===== src/rtl/speed_pwm_regulator.sv =====
// Closed-loop speed regulator: integral-style duty update from window counts, fixed-period PWM drive.
// Optional STALL_PROTECT_EN adds a sticky stall trip after repeated zero-speed samples at full duty.
module speed_pwm_regulator #(
  parameter int PWM_PERIOD    = 1000,
  parameter int DUTY_W        = 10,
  parameter int KP_SHIFT      = 2,
  parameter int STALL_SAMPLES = 3
) (
  input  logic              clk_in,
  input  logic              rst_n,
  input  logic              enable,
  input  logic              speed_valid,
  input  logic [11:0]       speed_cnt,
  input  logic [11:0]       target_speed,
  output logic              pwm_out,
  output logic [DUTY_W-1:0] duty,
  output logic              busy,
  output logic              update_done,
  output logic              stall
);

  // state | meaning
  // IDLE  | waiting for a speed sample
  // ERR   | error target - speed registered
  // ADJ   | scaled error added to duty_cmd and clamped
  // WRITE | duty_cmd written, update_done pulsed
  typedef enum logic [1:0] {IDLE, ERR, ADJ, WRITE} state_t;

  localparam logic [DUTY_W-1:0]  PERIOD_D  = DUTY_W'(PWM_PERIOD);
  localparam logic [DUTY_W-1:0]  PERIOD_M1 = DUTY_W'(PWM_PERIOD - 1);
  localparam logic signed [13:0] PERIOD_S  = 14'(PWM_PERIOD);

  state_t             state, state_nxt;
  logic [11:0]        cap_speed, cap_target;
  logic signed [12:0] err;
  logic signed [13:0] err_x, delta, duty_ext, sum;
  logic [DUTY_W-1:0]  duty_cmd, adj_val, adj_nxt;
  logic [DUTY_W-1:0]  pwm_cnt, duty_r;
  logic               pwm_r, done_r;
  logic               start, lockout, stall_trip;

  assign start = enable & speed_valid & ~lockout;

  always_ff @(posedge clk_in) begin
    if (!rst_n) state <= IDLE;
    else        state <= state_nxt;
  end

  always_comb begin
    state_nxt = state;
    busy      = 1'b0;
    unique case (state)
      IDLE:  if (start) state_nxt = ERR;
      ERR:   state_nxt = ADJ;
      ADJ:   state_nxt = WRITE;
      WRITE: state_nxt = IDLE;
    endcase
    if (!enable) state_nxt = IDLE;
    busy = (state != IDLE);
  end

  always_comb begin
    err_x    = {err[12], err};
    delta    = err_x >>> KP_SHIFT;
    duty_ext = {{(14-DUTY_W){1'b0}}, duty_cmd};
    sum      = duty_ext + delta;
    if (sum[13])             adj_nxt = '0;
    else if (sum > PERIOD_S) adj_nxt = PERIOD_D;
    else                     adj_nxt = sum[DUTY_W-1:0];
  end

  always_ff @(posedge clk_in) begin
    if (!rst_n || !enable) begin
      cap_speed  <= '0;
      cap_target <= '0;
      err        <= '0;
      adj_val    <= '0;
      duty_cmd   <= '0;
      done_r     <= 1'b0;
    end else begin
      done_r <= 1'b0;
      unique case (state)
        IDLE: begin
          if (start) begin
            cap_speed  <= speed_cnt;
            cap_target <= target_speed;
          end
        end
        ERR:   err     <= $signed({1'b0, cap_target}) - $signed({1'b0, cap_speed});
        ADJ:   adj_val <= adj_nxt;
        WRITE: begin
          duty_cmd <= stall_trip ? '0 : adj_val;
          done_r   <= 1'b1;
        end
      endcase
    end
  end

  // New duty is only picked up on the last count so a period is never cut short.
  always_ff @(posedge clk_in) begin
    if (!rst_n || !enable) begin
      pwm_cnt <= '0;
      duty_r  <= '0;
      pwm_r   <= 1'b0;
    end else begin
      pwm_r <= (pwm_cnt < duty_r);
      if (pwm_cnt == PERIOD_M1) begin
        pwm_cnt <= '0;
        duty_r  <= duty_cmd;
      end else begin
        pwm_cnt <= pwm_cnt + 1'b1;
      end
    end
  end

`ifdef STALL_PROTECT_EN
  localparam int SC_W = $clog2(STALL_SAMPLES + 1);

  logic [SC_W-1:0] stall_cnt;
  logic            stall_r, stalled_sample;

  assign stalled_sample = (cap_speed == 12'd0) && (duty_cmd == PERIOD_D);
  assign stall_trip     = (state == WRITE) && stalled_sample &&
                          (stall_cnt == SC_W'(STALL_SAMPLES - 1));

  always_ff @(posedge clk_in) begin
    if (!rst_n || !enable) begin
      stall_cnt <= '0;
      stall_r   <= 1'b0;
    end else if (state == WRITE) begin
      if (!stalled_sample)  stall_cnt <= '0;
      else if (stall_trip)  stall_r   <= 1'b1;
      else                  stall_cnt <= stall_cnt + 1'b1;
    end
  end

  assign lockout = stall_r;
  assign stall   = stall_r;
`else
  assign stall_trip = 1'b0;
  assign lockout    = 1'b0;
  assign stall      = 1'b0;
`endif

  assign pwm_out     = pwm_r;
  assign duty        = duty_r;
  assign update_done = done_r;

endmodule


===== config.mk =====
export PLATFORM = sky130hd
export DESIGN_NAME = speed_pwm_regulator
export DESIGN_NICKNAME = d
export VERILOG_FILES = /design/src/rtl/speed_pwm_regulator.sv
export SDC_FILE = /design/constraint.sdc
export NUM_CORES = 1
export LEC_CHECK = 0
export ABC_AREA = 1
export CAP_MARGIN = 20
export CORE_MARGIN = 1.5
export CORE_UTILIZATION = 30
export CTS_BUF_LIST = sky130_fd_sc_hd__clkbuf_4 sky130_fd_sc_hd__clkbuf_8 sky130_fd_sc_hd__clkbuf_16
export DETAILED_ROUTE_END_ITERATION = 6
export GPL_ROUTABILITY_DRIVEN = 0
export GPL_TIMING_DRIVEN = 0
export SLEW_MARGIN = 20
export SYNTH_ARGS = -nofsm -noshare
export SYNTH_HDL_FRONTEND = slang
export SYNTH_SLANG_ARGS = --single-unit

===== constraint.sdc =====
create_clock -name clk_in -period 2.7 [get_ports clk_in]
set_input_delay 0.54 -clock clk_in [delete_from_list [all_inputs] [get_ports clk_in]]
set_output_delay 0.54 -clock clk_in [all_outputs]
set_load 0.03 [all_outputs]

=== Word level (Yosys, flattened, before mapping) ===
Index checks and enable logic that the tools add are counted.

* Add/sub/neg operators: 3
* Order comparisons: 2
* Eq/ne operators: 5
* Multiplexer cells: 5
* Bitwise logic cells: 1
* Reduce and logical (&&, ||, !) cells: 8

{| class="wikitable"
|+ Operator list
! kind !! count
|-
| $mux 10 || 2
|-
| $sub 12x12->13 || 1
|-
| $add 11x11->12 || 1
|-
| $gt 12x11->1 const B || 1
|-
| $add 10x1->10 const B || 1
|-
| $eq 10x10->1 const B || 1
|-
| $lt 10x10->1 || 1
|-
| $pmux 2 s4 || 1
|-
| $eq 2x2->1 const B || 2
|-
| $reduce_and 2->1 || 2
|-
| $eq 2x1->1 const B || 1
|-
| $logic_not 1->1 || 2
|-
| $logic_not 2->1 || 1
|-
| $mux 2 || 1
|-
| $ne 2x2->1 const B || 1
|-
| $reduce_bool 2->1 || 1
|-
| $reduce_or 2->1 || 1
|-
| $and 1x1->1 || 1
|-
| $logic_or 1x1->1 || 1
|-
| $mux 1 || 1
|}

* Flip-flop bits (word level): 81
* Input bits: 28
* Output and inout port bits: 14
* Word-level logic and storage cells: 34

=== Longest topological paths before layout ===
* Depth in word-level cells: 4
* Gate-level depth with buffers: 17
* Gate-level depth less buffers: 17

=== Worst setup path after synthesis ===
Ideal clock, no wire load.

* Path kind: flip-flop to flip-flop
* From: reg duty_cmd[0]
* To: reg adj_val[8]
* Data arrival time: 1938 ps
* Setup slack: 693 ps
* Stages on the path, launching flop included: 17
* Buffers on the path: 0
* Path through: dfxtp_1 > ha_1 > inv_1 > fa_1 > inv_1 > nand3_1 > nand2_2 > nand2_1 > nand3b_1 > nand2_2 > nor2_1 > nand2_2 > nand2_4 > nand2_4 > nand2_1 > nand2_1 > a21oi_2

* Word-level cells in the longest chain between the ends: 4

{| class="wikitable"
|+ Ends and longest elaborated chain
! element !! RTL line !! text
|-
| start: declaration || 37 || <nowiki>logic [DUTY_W-1:0] duty_cmd, adj_val, adj_nxt;</nowiki>
|-
| start signal: assignment || 92 || <nowiki>duty_cmd <= stall_trip ? '0 : adj_val;</nowiki>
|-
| $add 11x11->12 * || 66 || <nowiki>sum = duty_ext + delta;</nowiki>
|-
| $gt 12x11->1 || 68 || <nowiki>else if (sum > PERIOD_S) adj_nxt = PERIOD_D;</nowiki>
|-
| $mux 10 || 68 ||
|-
| $mux 10 * || 67 || <nowiki>if (sum[13]) adj_nxt = '0;</nowiki>
|-
| end signal: assignment || 90 || <nowiki>ADJ: adj_val <= adj_nxt;</nowiki>
|-
| end: declaration || 37 ||
|}

Every way passes the cells marked *; elsewhere a longest branch is shown, timed or not.
A chain may end at the register's enable or synchronous reset.

=== Worst setup path in the final report ===
* From: reg duty_cmd[0]
* To: reg adj_val[2]

The elaborated chain is that of the path after synthesis.

==> metrics <==
outcome=complete, no violations; root buf cell=clkbuf_16; power density cells=about 520 nW/um^2; vias in the first global route=3,451; largest area contributor in the netlist=dfxtp_1; synthesized area=4270 sq um; cell mode on critical path=nand2_1; initial antenna violation count=0; critical-path cell list=ha_1, inv_1, fa_1, inv_1, nand3_1, nand2_2, nand2_1, nand2_1, nand2_1, nand2_1, nand2_1, nand2_2, nand2_4, nor2_4, nand3_1, a21oi_1; final core utilization=0.373; # fillers=1,508; Post-synth ARST share=0; share of cells above drive strength 1=0.0801; WL/cell=11.5 um; Yosys cell types=35; Yosys reg bits=79; gr ovfl total=0; CTS resizes=0; NumNets Final=roughly 710; post-synthesis instance total=593; largest net degree at the start of global routing=15; Synth Flop Type=dfxtp_1; global-route wire length before repair=between 15,000 and 20,000 um; Setup crit end kind=flip-flop; CP Launch Point=duty_cmd[0]$_SDFFE_PN0P_; Pwr Total=0.00268 W; Placement Cell Area=4890 sq um; # DRC=0; total track usage=0.141; RSZ-0062 raised after global routing=no; post-CTS setup buffers=0; setup slack, reg-to-reg=roughly 330 ps; highest clock rate=0.423 GHz; First-pass DRT Iterations=4; Sequential Area=~1600 sq um; DP HPWL=~7500 um; final hold violations=0; Post-synth top cells=121 x nand2_1, 84 x inv_1, 79 x dfxtp_1; clock group share of total power=0.441; Clock Latency Late Sink=~350 ps; R2R Path End=adj_val[2]$_SDFFE_PN0P_; Clock Tree Buf Depth=2; CP max stage delay=380 ps; Critical Path AT=2640 ps; P_leak=2.16 nW; Worst Hold Class=flip-flop to flip-flop; Die Wd=122 um; htree depth=3; CP Max Fanout=4; top cell type's share of synthesized area=0.371; clk slew on worst S/H paths=70 ps; Worst setup endpoint=adj_val[2]$_SDFFE_PN0P_; Worst path depth=16; combinational share of power=0.112; startpoint types=flip-flop; Sinks on Clock Net=79; sequential power share=0.447; setup TNS=0 ps; Mapped Nets=657; internal power=between 0.0015 and 0.002 W; Final Setup Violations=0; Clock Skews=8.62 ps; Area growth, synth to finish=21.3%; drt total wl=9500 um; register area share after synthesis=0.371; switching share of power=0.262; worst setup path class=flip-flop to flip-flop; hold-fix buffers at CTS=0; multi-input logic area=2280 sq um; Ys Warns=0; Die Height=122 um; Antenna diodes=0; DRT iter0 DRCs=169; Post-synth EDFFs=0; reg2reg start=duty_cmd[0]$_SDFFE_PN0P_; Final min period=2370 ps; Slew Viols, Final=0; synth top area cells=dfxtp_1 37%, nand2_1 11%, ha_1 10%, a21oi_1 9.1%, inv_1 7.4%; total CTS buffers=9; cell area after layout=5180 sq um; vias per cell=around 4.5; sw power=~0.0007 W; Max VDD drop=0.337 mV; IO buf count=40; IO Pins=42; via count=roughly 3,700; post-route ant nets=0; most frequent cell after synthesis=nand2_1; CP bufs+invs=2; Required @ worst endpoint=2980 ps; Core Area=13,900 sq um; Max Cap Viol=0; slowest stage cell, crit path=dfxtp_1; CP top delay family=simple AND/OR/NAND/NOR gates; TritonCTS clock tree=built; Die Area=14,900 sq um; Tightest Pin Transition=574 ps; Rel. slew slack=0.617; row count=43; Post-Syn Area per Cell=7.19 sq um; Reg2Reg Depth=16; fin crit share=0.876; initial core utilization=0.307
final cells by class:
class / instances / share of cell area
multi-input cells: 408 / 0.441
flip-flops and latches: 79 / 0.305
well taps: 180 / 0.0435
clock buffers: 11 / 0.0476
repair buffers: 40 / 0.0773
plain buffers: 17 / 0.0130
clock inverters: 5 / 0.00749
inverters: 89 / 0.0645
worst min-delay path by stage:
stage | from | to | depth (start not counted)
3_3_place_gp | cap_speed[0]$_SDFFE_PN0P_ | cap_speed[0]$_SDFFE_PN0P_ | 2
4_1_cts | cap_speed[0]$_SDFFE_PN0P_ | cap_speed[0]$_SDFFE_PN0P_ | 2
2_1_floorplan | cap_speed[0]$_SDFFE_PN0P_ | cap_speed[0]$_SDFFE_PN0P_ | 2
3_5_place_dp | cap_speed[0]$_SDFFE_PN0P_ | cap_speed[0]$_SDFFE_PN0P_ | 2
6_report | cap_target[1]$_SDFFE_PN0P_ | cap_target[1]$_SDFFE_PN0P_ | 2
5_1_grt | cap_target[2]$_SDFFE_PN0P_ | cap_target[2]$_SDFFE_PN0P_ | 2
sequential cells by signal (all words and copies together), names as in the netlist, 2 cells and up:
signal      cells
state           2
duty_cmd       10
adj_val        10
cap_speed      12
pwm_cnt        10
duty           10
cap_target     12
err            11
cell families (layout without fill, tap and decap cells):
kind of cell               count (synthesis)  count (layout)  synth area share
other                                      1               1          0.000879
xor gates and xnor gates                   8               8            0.0164
adders and majority gates                 36              36             0.107
buffers and inverters                    106             162            0.0941
AOI/OAI and AO/OA                        150             150             0.191
DFF                                       79              79             0.371
and+or+nand+nor                          213             213             0.220
power by group through the flow:
stage	registers [W]	clock network [W]	logic, W
floorplan	0.00122	0	0.000205
global placement	0.00122	0	0.000301
detailed placement	0.00122	0	0.000303
CTS	0.00120	0.00121	0.000305
global route	0.00120	0.00126	0.000349
finish	0.00120	0.00118	0.000300
cell usage in the layout, fill, tap and decap left out, types with 5 or more instances in the layout:
cell / instances
nand3_1: 20
inv_1: 84
clkbuf_16: 9
nand2_2: 16
a21oi_1: 78
o21ai_0: 51
xor2_1: 5
nor2_1: 36
dfxtp_1: 79
a21oi_2: 7
ha_1: 35
nand2_1: 121
clkbuf_1: 16
clkdlybuf4s50_1: 40
metal layers:
layer | global-route usage | vias to the layer above | part of all wire
li1 | - | 2025 | -
met1 | 0.182 | 1602 | 0.50
met2 | 0.225 | 54 | 0.44
met3 | 0.0367 | 13 | 0.036
met4 | 0.0545 | 0 | 0.018
met5 | 0 | - | 0
stage by stage:
stage                     instances  hold slack (ps)  setup WS [ps]
after global routing            829              475            111
after global placement          813              439           12.2
final                           829              451            334
after detailed placement        813              443           50.8
after floorplan                 593              424            693
after CTS                       829              452            326
worst reg2reg max path, cell delays in order, from the launching register on:
cell and delay [ps]:
dfxtp_1 380, ha_1 270, inv_1 80, fa_1 380
inv_1 110, nand3_1 110, nand2_2 110, nand2_1 70
nand2_1 100, nand2_1 70, nand2_1 60, nand2_1 60
nand2_2 80, nand2_4 70, nor2_4 120, nand3_1 90
a21oi_1 130
Note: power is estimated with default switching activity, not from simulation.
